==> src/rtl/ps2_host_tx.sv <==
// ps2_host_tx -- host-to-device PS/2 transmitter (send side of the keyboard link).
//
// Sends one command byte to the device using the full host handshake:
//   1. clock inhibit
//   2. request-to-send (start bit)
//   3. eight data bits, odd parity, stop
//   4. device ACK
// Both PS/2 lines are driven open-drain: oe=1 pulls the line low, and oe=0
// releases it. The existing receiver keeps listening on the same pins.
//
// Ports
//   sys_clock   : system clock, rising edge
//   reset_n     : synchronous active-low reset
//   tx_data     : byte to send, captured when tx_valid & tx_ready
//   tx_valid    : send request
//   tx_ready    : idle, accepts tx_valid this cycle
//   tx_done     : 1-cycle pulse, byte sent and ACKed
//   tx_error    : 1-cycle pulse, timeout or missing ACK
//   busy        : high from accept until the done/error pulse
//   ps2_clk     : PS/2 clock line level (async)
//   ps2_din     : PS/2 data line level (async)
//   ps2_clk_oe  : 1 = pull PS/2 clock low
//   ps2_dat_oe  : 1 = pull PS/2 data low
module ps2_host_tx #(
  parameter int INHIBIT_CYCLES = 1500,
  parameter int RTS_CYCLES     = 30,
  parameter int TIMEOUT_CYCLES = 30000,
  parameter int FILTER_CYCLES  = 8
) (
  input  logic       sys_clock,
  input  logic       reset_n,
  input  logic [7:0] tx_data,
  input  logic       tx_valid,
  output logic       tx_ready,
  output logic       tx_done,
  output logic       tx_error,
  output logic       busy,
  input  logic       ps2_clk,
  input  logic       ps2_din,
  output logic       ps2_clk_oe,
  output logic       ps2_dat_oe
);

  // One counter serves the inhibit, RTS and timeout phases, so it is sized for
  // the largest of them.
  localparam int CNT_W = $clog2(INHIBIT_CYCLES + RTS_CYCLES + TIMEOUT_CYCLES + 2);
  localparam int FLT_W = $clog2(FILTER_CYCLES + 1);

  localparam logic [CNT_W-1:0] INH_LAST = CNT_W'(INHIBIT_CYCLES);
  localparam logic [CNT_W-1:0] RTS_LAST = CNT_W'(RTS_CYCLES - 1);
  localparam logic [CNT_W-1:0] TO_LAST  = CNT_W'(TIMEOUT_CYCLES - 1);
  localparam logic [FLT_W-1:0] FLT_LAST = FLT_W'(FILTER_CYCLES - 1);

  typedef enum logic [2:0] {
    S_IDLE, S_INHIBIT, S_RTS, S_SEND, S_ACK, S_RELEASE, S_DONE, S_ERR
  } state_t;

  state_t           state;
  logic [CNT_W-1:0] cnt;
  logic [3:0]       bcnt;
  logic [9:0]       shreg;

  logic             clk_s1, clk_s2, dat_s1, dat_s2;
  logic             clk_f, fall;
  logic [FLT_W-1:0] fcnt;

  // Synchronisers and clock-level filter. Each synchronised sample that
  // differs from clk_f advances fcnt. clk_f flips only on the FILTER_CYCLES-th
  // consecutive differing sample; a single agreeing sample resets fcnt.
  // Lines idle high, so the reset values are 1.
  always_ff @(posedge sys_clock) begin
    if (!reset_n) begin
      clk_s1 <= 1'b1;
      clk_s2 <= 1'b1;
      dat_s1 <= 1'b1;
      dat_s2 <= 1'b1;
      clk_f  <= 1'b1;
      fcnt   <= '0;
      fall   <= 1'b0;
    end else begin
      clk_s1 <= ps2_clk;
      clk_s2 <= clk_s1;
      dat_s1 <= ps2_din;
      dat_s2 <= dat_s1;
      fall   <= 1'b0;
      if (clk_s2 == clk_f) begin
        fcnt <= '0;
      end else if (fcnt == FLT_LAST) begin
        clk_f <= clk_s2;
        fcnt  <= '0;
        fall  <= ~clk_s2;
      end else begin
        fcnt <= fcnt + 1'b1;
      end
    end
  end

  // Handshake FSM. All outputs are registered. The tx_done and tx_error
  // outputs are high only while the FSM sits in the DONE or ERR state.
  always_ff @(posedge sys_clock) begin
    if (!reset_n) begin
      state      <= S_IDLE;
      tx_ready   <= 1'b1;
      tx_done    <= 1'b0;
      tx_error   <= 1'b0;
      busy       <= 1'b0;
      ps2_clk_oe <= 1'b0;
      ps2_dat_oe <= 1'b0;
      cnt        <= '0;
      bcnt       <= '0;
      shreg      <= '0;
    end else begin
      tx_done  <= 1'b0;
      tx_error <= 1'b0;
      case (state)
        S_IDLE: begin
          if (tx_valid) begin
            shreg    <= {1'b1, ~^tx_data, tx_data};
            busy     <= 1'b1;
            tx_ready <= 1'b0;
            cnt      <= '0;
            state    <= S_INHIBIT;
          end
        end

        // The clock is pulled low on the first INHIBIT edge. The start bit is
        // asserted INHIBIT_CYCLES later.
        S_INHIBIT: begin
          ps2_clk_oe <= 1'b1;
          if (cnt == INH_LAST) begin
            cnt        <= '0;
            ps2_dat_oe <= 1'b1;
            state      <= S_RTS;
          end else begin
            cnt <= cnt + 1'b1;
          end
        end

        S_RTS: begin
          if (cnt == RTS_LAST) begin
            ps2_clk_oe <= 1'b0;
            cnt        <= '0;
            bcnt       <= '0;
            state      <= S_SEND;
          end else begin
            cnt <= cnt + 1'b1;
          end
        end

        // The timeout counter runs from clock release onwards and restarts on
        // every device clock fall.
        S_SEND, S_ACK, S_RELEASE: begin
          cnt <= fall ? '0 : cnt + 1'b1;
          if (!fall && cnt == TO_LAST) begin
            ps2_clk_oe <= 1'b0;
            ps2_dat_oe <= 1'b0;
            tx_error   <= 1'b1;
            busy       <= 1'b0;
            state      <= S_ERR;
          end else if (state == S_SEND) begin
            // Falls 1..9 carry the data bits and parity. Fall 10 carries the
            // stop bit, whose value of 1 leaves the data line released.
            if (fall) begin
              ps2_dat_oe <= ~shreg[0];
              shreg      <= {1'b0, shreg[9:1]};
              bcnt       <= bcnt + 1'b1;
              if (bcnt == 4'd9) state <= S_ACK;
            end
          end else if (state == S_ACK) begin
            // Fall 11: the device must be holding data low as its ACK.
            if (fall) begin
              if (dat_s2) begin
                tx_error <= 1'b1;
                busy     <= 1'b0;
                state    <= S_ERR;
              end else begin
                state <= S_RELEASE;
              end
            end
          end else if (clk_f && dat_s2) begin
            tx_done <= 1'b1;
            busy    <= 1'b0;
            state   <= S_DONE;
          end
        end

        // A tx_valid arriving during the pulse cycle is not taken. tx_ready
        // returns one cycle later.
        S_DONE, S_ERR: begin
          tx_ready <= 1'b1;
          state    <= S_IDLE;
        end

        default: state <= S_IDLE;
      endcase
    end
  end

endmodule
==> config.mk <==
export PLATFORM = sky130hd
export DESIGN_NAME = ps2_host_tx
export DESIGN_NICKNAME = d
export VERILOG_FILES = /design/src/rtl/ps2_host_tx.sv
export SDC_FILE = /design/constraint.sdc
export NUM_CORES = 1
export LEC_CHECK = 0
export ABC_CLOCK_PERIOD_IN_PS = 2650
export CAP_MARGIN = 20
export CORE_ASPECT_RATIO = 0.5
export CORE_MARGIN = 3
export CORE_UTILIZATION = 58
export CTS_CLUSTER_SIZE = 40
export DETAILED_ROUTE_END_ITERATION = 7
export HOLD_SLACK_MARGIN = 0.06
export PLACE_DENSITY = 0.77
export SKIP_CTS_REPAIR_TIMING = 1
export SYNTH_ARGS = -nofsm -noshare
export SYNTH_HDL_FRONTEND = slang
export SYNTH_SLANG_ARGS = --single-unit
export TNS_END_PERCENT = 5
==> constraint.sdc <==
create_clock -name sys_clock -period 2.65 [get_ports sys_clock]
set_clock_uncertainty 0.15 [all_clocks]
set_input_delay 0.265 -clock sys_clock [delete_from_list [all_inputs] [get_ports sys_clock]]
set_output_delay 0.265 -clock sys_clock [all_outputs]
set_load 0.005 [all_outputs]
==> impl_metrics.ini, run 1 <==
[logic_synthesis]
netlist_area_sq_um = 2540
syn_area_per_cell_sq_um = 8.40
synth-seq-cells = 48
yosysUniqueCellTypes = 51
ys_warn_count = 0
synthCells = 303
synth_nets = 326
synth_edf_count = 0
synthArstFlopShare_pct = 0
ys.flop_type = dfxtp_1
synth_seq_area_share_pct = 37.8

[hold_path]
worstHoldPathCells = 1
hold_class = reg2reg

[critical_path]
crit_path_top_delay_cell = or4_1
path_max_fanout = 10
rr_worst_depth = 5
critPathMaxStageDelay_ps = 630
cp-start-kind = flip-flop
cp.required_ps = 2690
cp_cell_sequence = or3_1 > or2_0 > o2111a_2 > or4_1 > mux2i_1
arrival_ps = 2450
end_kind = flip-flop
critical_path_class = reg2reg

[drt]
dr.max_layer_used = met4
drtAntennaViolNets = 0
vias = 2166
wl_met1_mm = 2.53
wl_met3_um = 326
drt-initial-drc-count = 111
wl_per_cell_um = 13.7
drcViolationCount = 0
drt_pass1_iterations = 4
wl_met2_mm = 2.31
wl_mm = 5.21
vias_per_cell = 5.69

[sta]
slew_headroom_pct = 67.2
rsz0062_at_grt = false
fin_tns_setup_ps = 0
drv_slew = 0
setup_viol = 0
worstMarginPinSlew_ps = 487
finalHoldViolCount = 0
period_needed_ps = 2400
fmax_mhz = 416
fin_crit_sh_pct = 90.7

[placed_design]
gp_congestion = 0.950
port_buffers = 18
hpwl_mm = 3.75
place_area_sq_um = 2830

[finish]
nFillCells = 317
finalNetCount = 349
utilization_pct = 72.5
diodes = 0
drive_gt1_share_pct = 8.56
final_area_sq_um = 2950
layout_commonest_cell = dfxtp_1
syn_to_final_growth_pct = 15.8
mostFrequentLayoutCells = 48 x dfxtp_1, 44 x nand2_1, 32 x nor2_1

[floorplan]
coreArea_sq_um = 4060
start_util_pct = 62.6
die_height_um = 52.8
ios = 19
rows = 16
dieArea_sq_um = 5260
die_w_um = 99.7

[grt]
grt_pass1_vias = 1951
grt_pass1_wl_mm = 8.87
antenna_found_initial = 0
grt_max_degree = 32
overflow = 0
grt_use_total_pct = 21.4

[run_status]
outcome = completed

[flow_run]
cap_violations = 0

[pwr]
clock_power_share_pct = 25.3
power_switching_uw = 745
combPwrFrac_pct = 32.7
cellPowerDensity_nw_per_um2 = 731
sw_frac_of_total_pct = 34.6
power_frac_seq_pct = 42.0
irDropWorstVdd_uv = 360
p_leak_nw = 1.13
p_int_mw = 1.41

[clocking]
clk_pin_slew_ps = 90
cts_buffer_depth = 2
cts_made_buffers = 5
root_buffer = clkbuf_8
tritoncts = done
cts.htree.levels = 2
cts_sinks = 48
clock_latency_ps = 300
path summary, 6_finish.rpt:
check | from | end | slack (ps)
setup / recovery | cnt[5] | state[2] | 250
hold / removal | clk_s1 | clk_s2 | 270
setup reg to reg | cnt[5] | state[2] | 250
hold reg to reg | clk_s1 | clk_s2 | 270
per-layer routing:
layer / vias to the layer above / track usage (%)
li1: 1119 / -
met1: 977 / 28.3
met2: 66 / 35.2
met3: 4 / 5.05
met4: 0 / 5.67
met5: - / 0
critical path, delay by kind of cell, from the launching register on:
| kind | cells | cell delay [ps] |
|---|---|---|
| AO/OA/AOI/OAI | 1 | 350 |
| flip-flops | 1 | 350 |
| multiplexers | 1 | 160 |
| AND/OR/NAND/NOR | 3 | 1280 |
registers in the layout (all words and copies together) (netlist names), 3 cells and up:
name,cells
fcnt,4
cnt,15
shreg,10
state,3
bcnt,4
metrics by stage:
step	setup WS (ps)	total power [mW]	hold slack (ps)	std cells
after detailed placement	281	1.62	254	373
after global placement	325	1.60	250	373
after global routing	161	2.29	311	381
after floorplan	348	1.41	216	303
after CTS	257	2.17	277	381
final	245	2.15	273	381
power groups by stage:
stage	sequential, mW	clock (mW)	combinational, mW
after floorplan	0.889	0	0.521
after global placement	0.913	0	0.686
after detailed placement	0.916	0	0.706
after CTS	0.902	0.559	0.708
after global routing	0.915	0.579	0.793
final	0.905	0.545	0.704
kinds of logic after synthesis:
logic type	after synthesis	synth area share, %
flops	48	37.8
xor+xnor	23	7.92
buf+inv	26	4.08
mux	8	3.15
compound gates	45	13.4
fa+ha+maj	11	5.31
simple gates	142	28.4
layout make-up:
class / instances / area [sq um] / share of cell area [%]
clock inverters: 3 / 46.3 / 1.57
inverters: 10 / 37.5 / 1.27
clock buffers: 5 / 68.8 / 2.34
repair buffers: 32 / 285 / 9.69
multi-input cells: 229 / 1480 / 50.2
well taps: 54 / 67.6 / 2.29
flip-flops and latches: 48 / 961 / 32.6
synthesized netlist by cell type, drive strengths merged (4+ instances only):
cell	count	share of area (%)
dfxtp	48	38
nand2	44	6.5
nor2	32	4.7
xor2	12	4.1
clkbuf	11	1.6
xnor2	11	3.8
ha	10	4.9
inv	9	1.3
a311oi	8	2.8
mux2i	8	3.1
a21oi	7	1.5
and3	7	1.7
nand2b	7	1.7
nand3	7	1.4
nand4	7	1.7
nor2b	6	1.5
nor3	6	1.2
nor4	6	1.5
buf	5	0.98
o21ai	5	0.98
o22ai	4	0.98
Note: power is estimated with default switching activity, not from simulation.
==> run 2, diff against run 1 <==
ABC_CLOCK_PERIOD_IN_PS = 2000   (was 2650)
CORE_UTILIZATION = 52   (was 58)
CTS_CLUSTER_DIAMETER = 50   (was not set)
PLACE_DENSITY = 0.73   (was 0.77)
clock period = 2 ns   (was 2.65 ns; I/O delays follow)
==> run 2 against run 1 <==
Against the previous run:
- the run now ends with negative setup slack left
- critical endpoint is now cnt[11]
- sequential cell count unchanged
- utilization grew 1.0 points
- highest routed layer unchanged
- final cell count is 14% higher
==> impl_metrics.ini, run 2 (synthesis results as in run 1) <==
[critical_path]
critical_path_class = reg2reg
end_kind = flip-flop
cp-start-kind = flip-flop
arrival_ps = 2320
cp.required_ps = 2050
r2r_slack_ps = -270
path_max_fanout = 7

[grt]
antenna_found_initial = 0
grt_pass1_vias = 2294
grt_pass1_wl_mm = 10.5
grt_util_met3_pct = 4.55
busiest_layer = met2
grtUsageMet2_pct = 35.5
met1_usage_pct = 29.7
overflow = 0
grt_max_degree = 32
grt_use_total_pct = 22.0

[floorplan]
coreArea_sq_um = 4550
dieArea_sq_um = 5820
die_w_um = 105
rows = 17
die_height_um = 55.5
ios = 19
start_util_pct = 55.9

[placed_design]
gp_congestion = 0.902
dp.cells = 426
hpwl_mm = 4.56
port_buffers = 18

[finish]
largest_reg_flops = 15
regMostFlops = cnt
drive_gt1_share_pct = 21.7
syn_to_final_growth_pct = 31.5
layout_commonest_cell = buf_4
finalNetCount = 390
diodes = 0
largest_registers = cnt (15), shreg (10)
fin_cells = 434
mostFrequentLayoutCells = 53 x buf_4, 45 x dfxtp_1, 44 x nand2_1

[drt]
drt-initial-drc-count = 137
vias = 2384
drtAntennaViolNets = 0
drt_pass1_iterations = 4
wl_per_cell_um = 14.3
vias_per_cell = 5.49
wl_mm = 6.21
drcViolationCount = 0

[pwr]
p_leak_nw = 1.35
cellPowerDensity_nw_per_um2 = 908
irDropWorstVdd_uv = 507

[clocking]
cts_buffer_depth = 2
root_buffer = clkbuf_8
cts_sinks = 48
clk_pin_slew_ps = 90
cts_made_buffers = 5
tritoncts = done
cts.htree.levels = 2
clock_latency_ps = 300

[sta]
worstMarginPinSlew_ps = 538
drv_slew = 0
slew_headroom_pct = 63.9
setup_ws_ps = -266
rsz0062_at_grt = true
fin_crit_sh_pct = 113
finalHoldViolCount = 0
fmax_mhz = 441
setup_viol = 22
period_needed_ps = 2270
worst_hold_slack_ps = 271

[run_status]
violations = negative setup slack
outcome = complete, but fails checks

[flow_run]
cap_violations = 0

[hold_path]
hold_class = reg2reg
## run 2: report_power, final
| group | internal [mW] | switching, mW | total [mW] |
|---|---|---|---|
| clock | 0.282 | 0.348 | 0.629 |
| sequential | 1.09 | 0.0941 | 1.18 |
| combinational | 0.593 | 0.631 | 1.22 |
| total | 1.96 | 1.07 | 3.04 |
## run 2: critical path, stage by stage (launching register included)
cell      delay (ps)
dfxtp_2          340
or3_4            400
or2_1            240
o2111a_2         320
o41ai_4          420
buf_4            220
nor2_1            60
## run 2: cell type report
type / count / area (sq um)
Sequential cell: 48 / 967
Tap cell: 66 / 82.6
Inverter: 10 / 37.5
Multi-Input combinational cell: 229 / 1540
Clock buffer: 6 / 82.6
Clock inverter: 2 / 13.8
Timing Repair Buffer: 73 / 618
Fill cell: 371 / 1210
## run 2: worst paths after layout
check | start | endpoint | depth (start not counted)
worst max-delay path | cnt[14] | cnt[11] | 6
worst max register to register | cnt[14] | cnt[11] | 6
worst min-delay path | clk_s1 | clk_s2 | 1
worst min register to register | clk_s1 | clk_s2 | 1
## run 2: layer usage
metal,up-vias,share of wire [%]
met5,-,0
met4,0,1.1
met3,8,4.5
met2,52,47
met1,1124,47
li1,1200,-
## run 2: per-stage QoR
step	util (%)	worst slack, ps	area [sq um]	power, mW	TNS [ps]
2_1_floorplan	-	-229	2590	1.90	-2970
3_3_place_gp	70.6	-217	3220	2.37	-3940
3_5_place_dp	70.6	-293	3220	2.40	-4420
4_1_cts	72.8	-326	3310	3.02	-5040
5_1_grt	73.5	-351	3340	3.22	-7700
6_report	73.5	-266	3340	3.04	-4990
==> run 3, diff against run 2 <==
CAP_MARGIN = 40   (was 20)
==> results of run 3 <==
Final layout, timing and power as in run 2 (identical DEF).
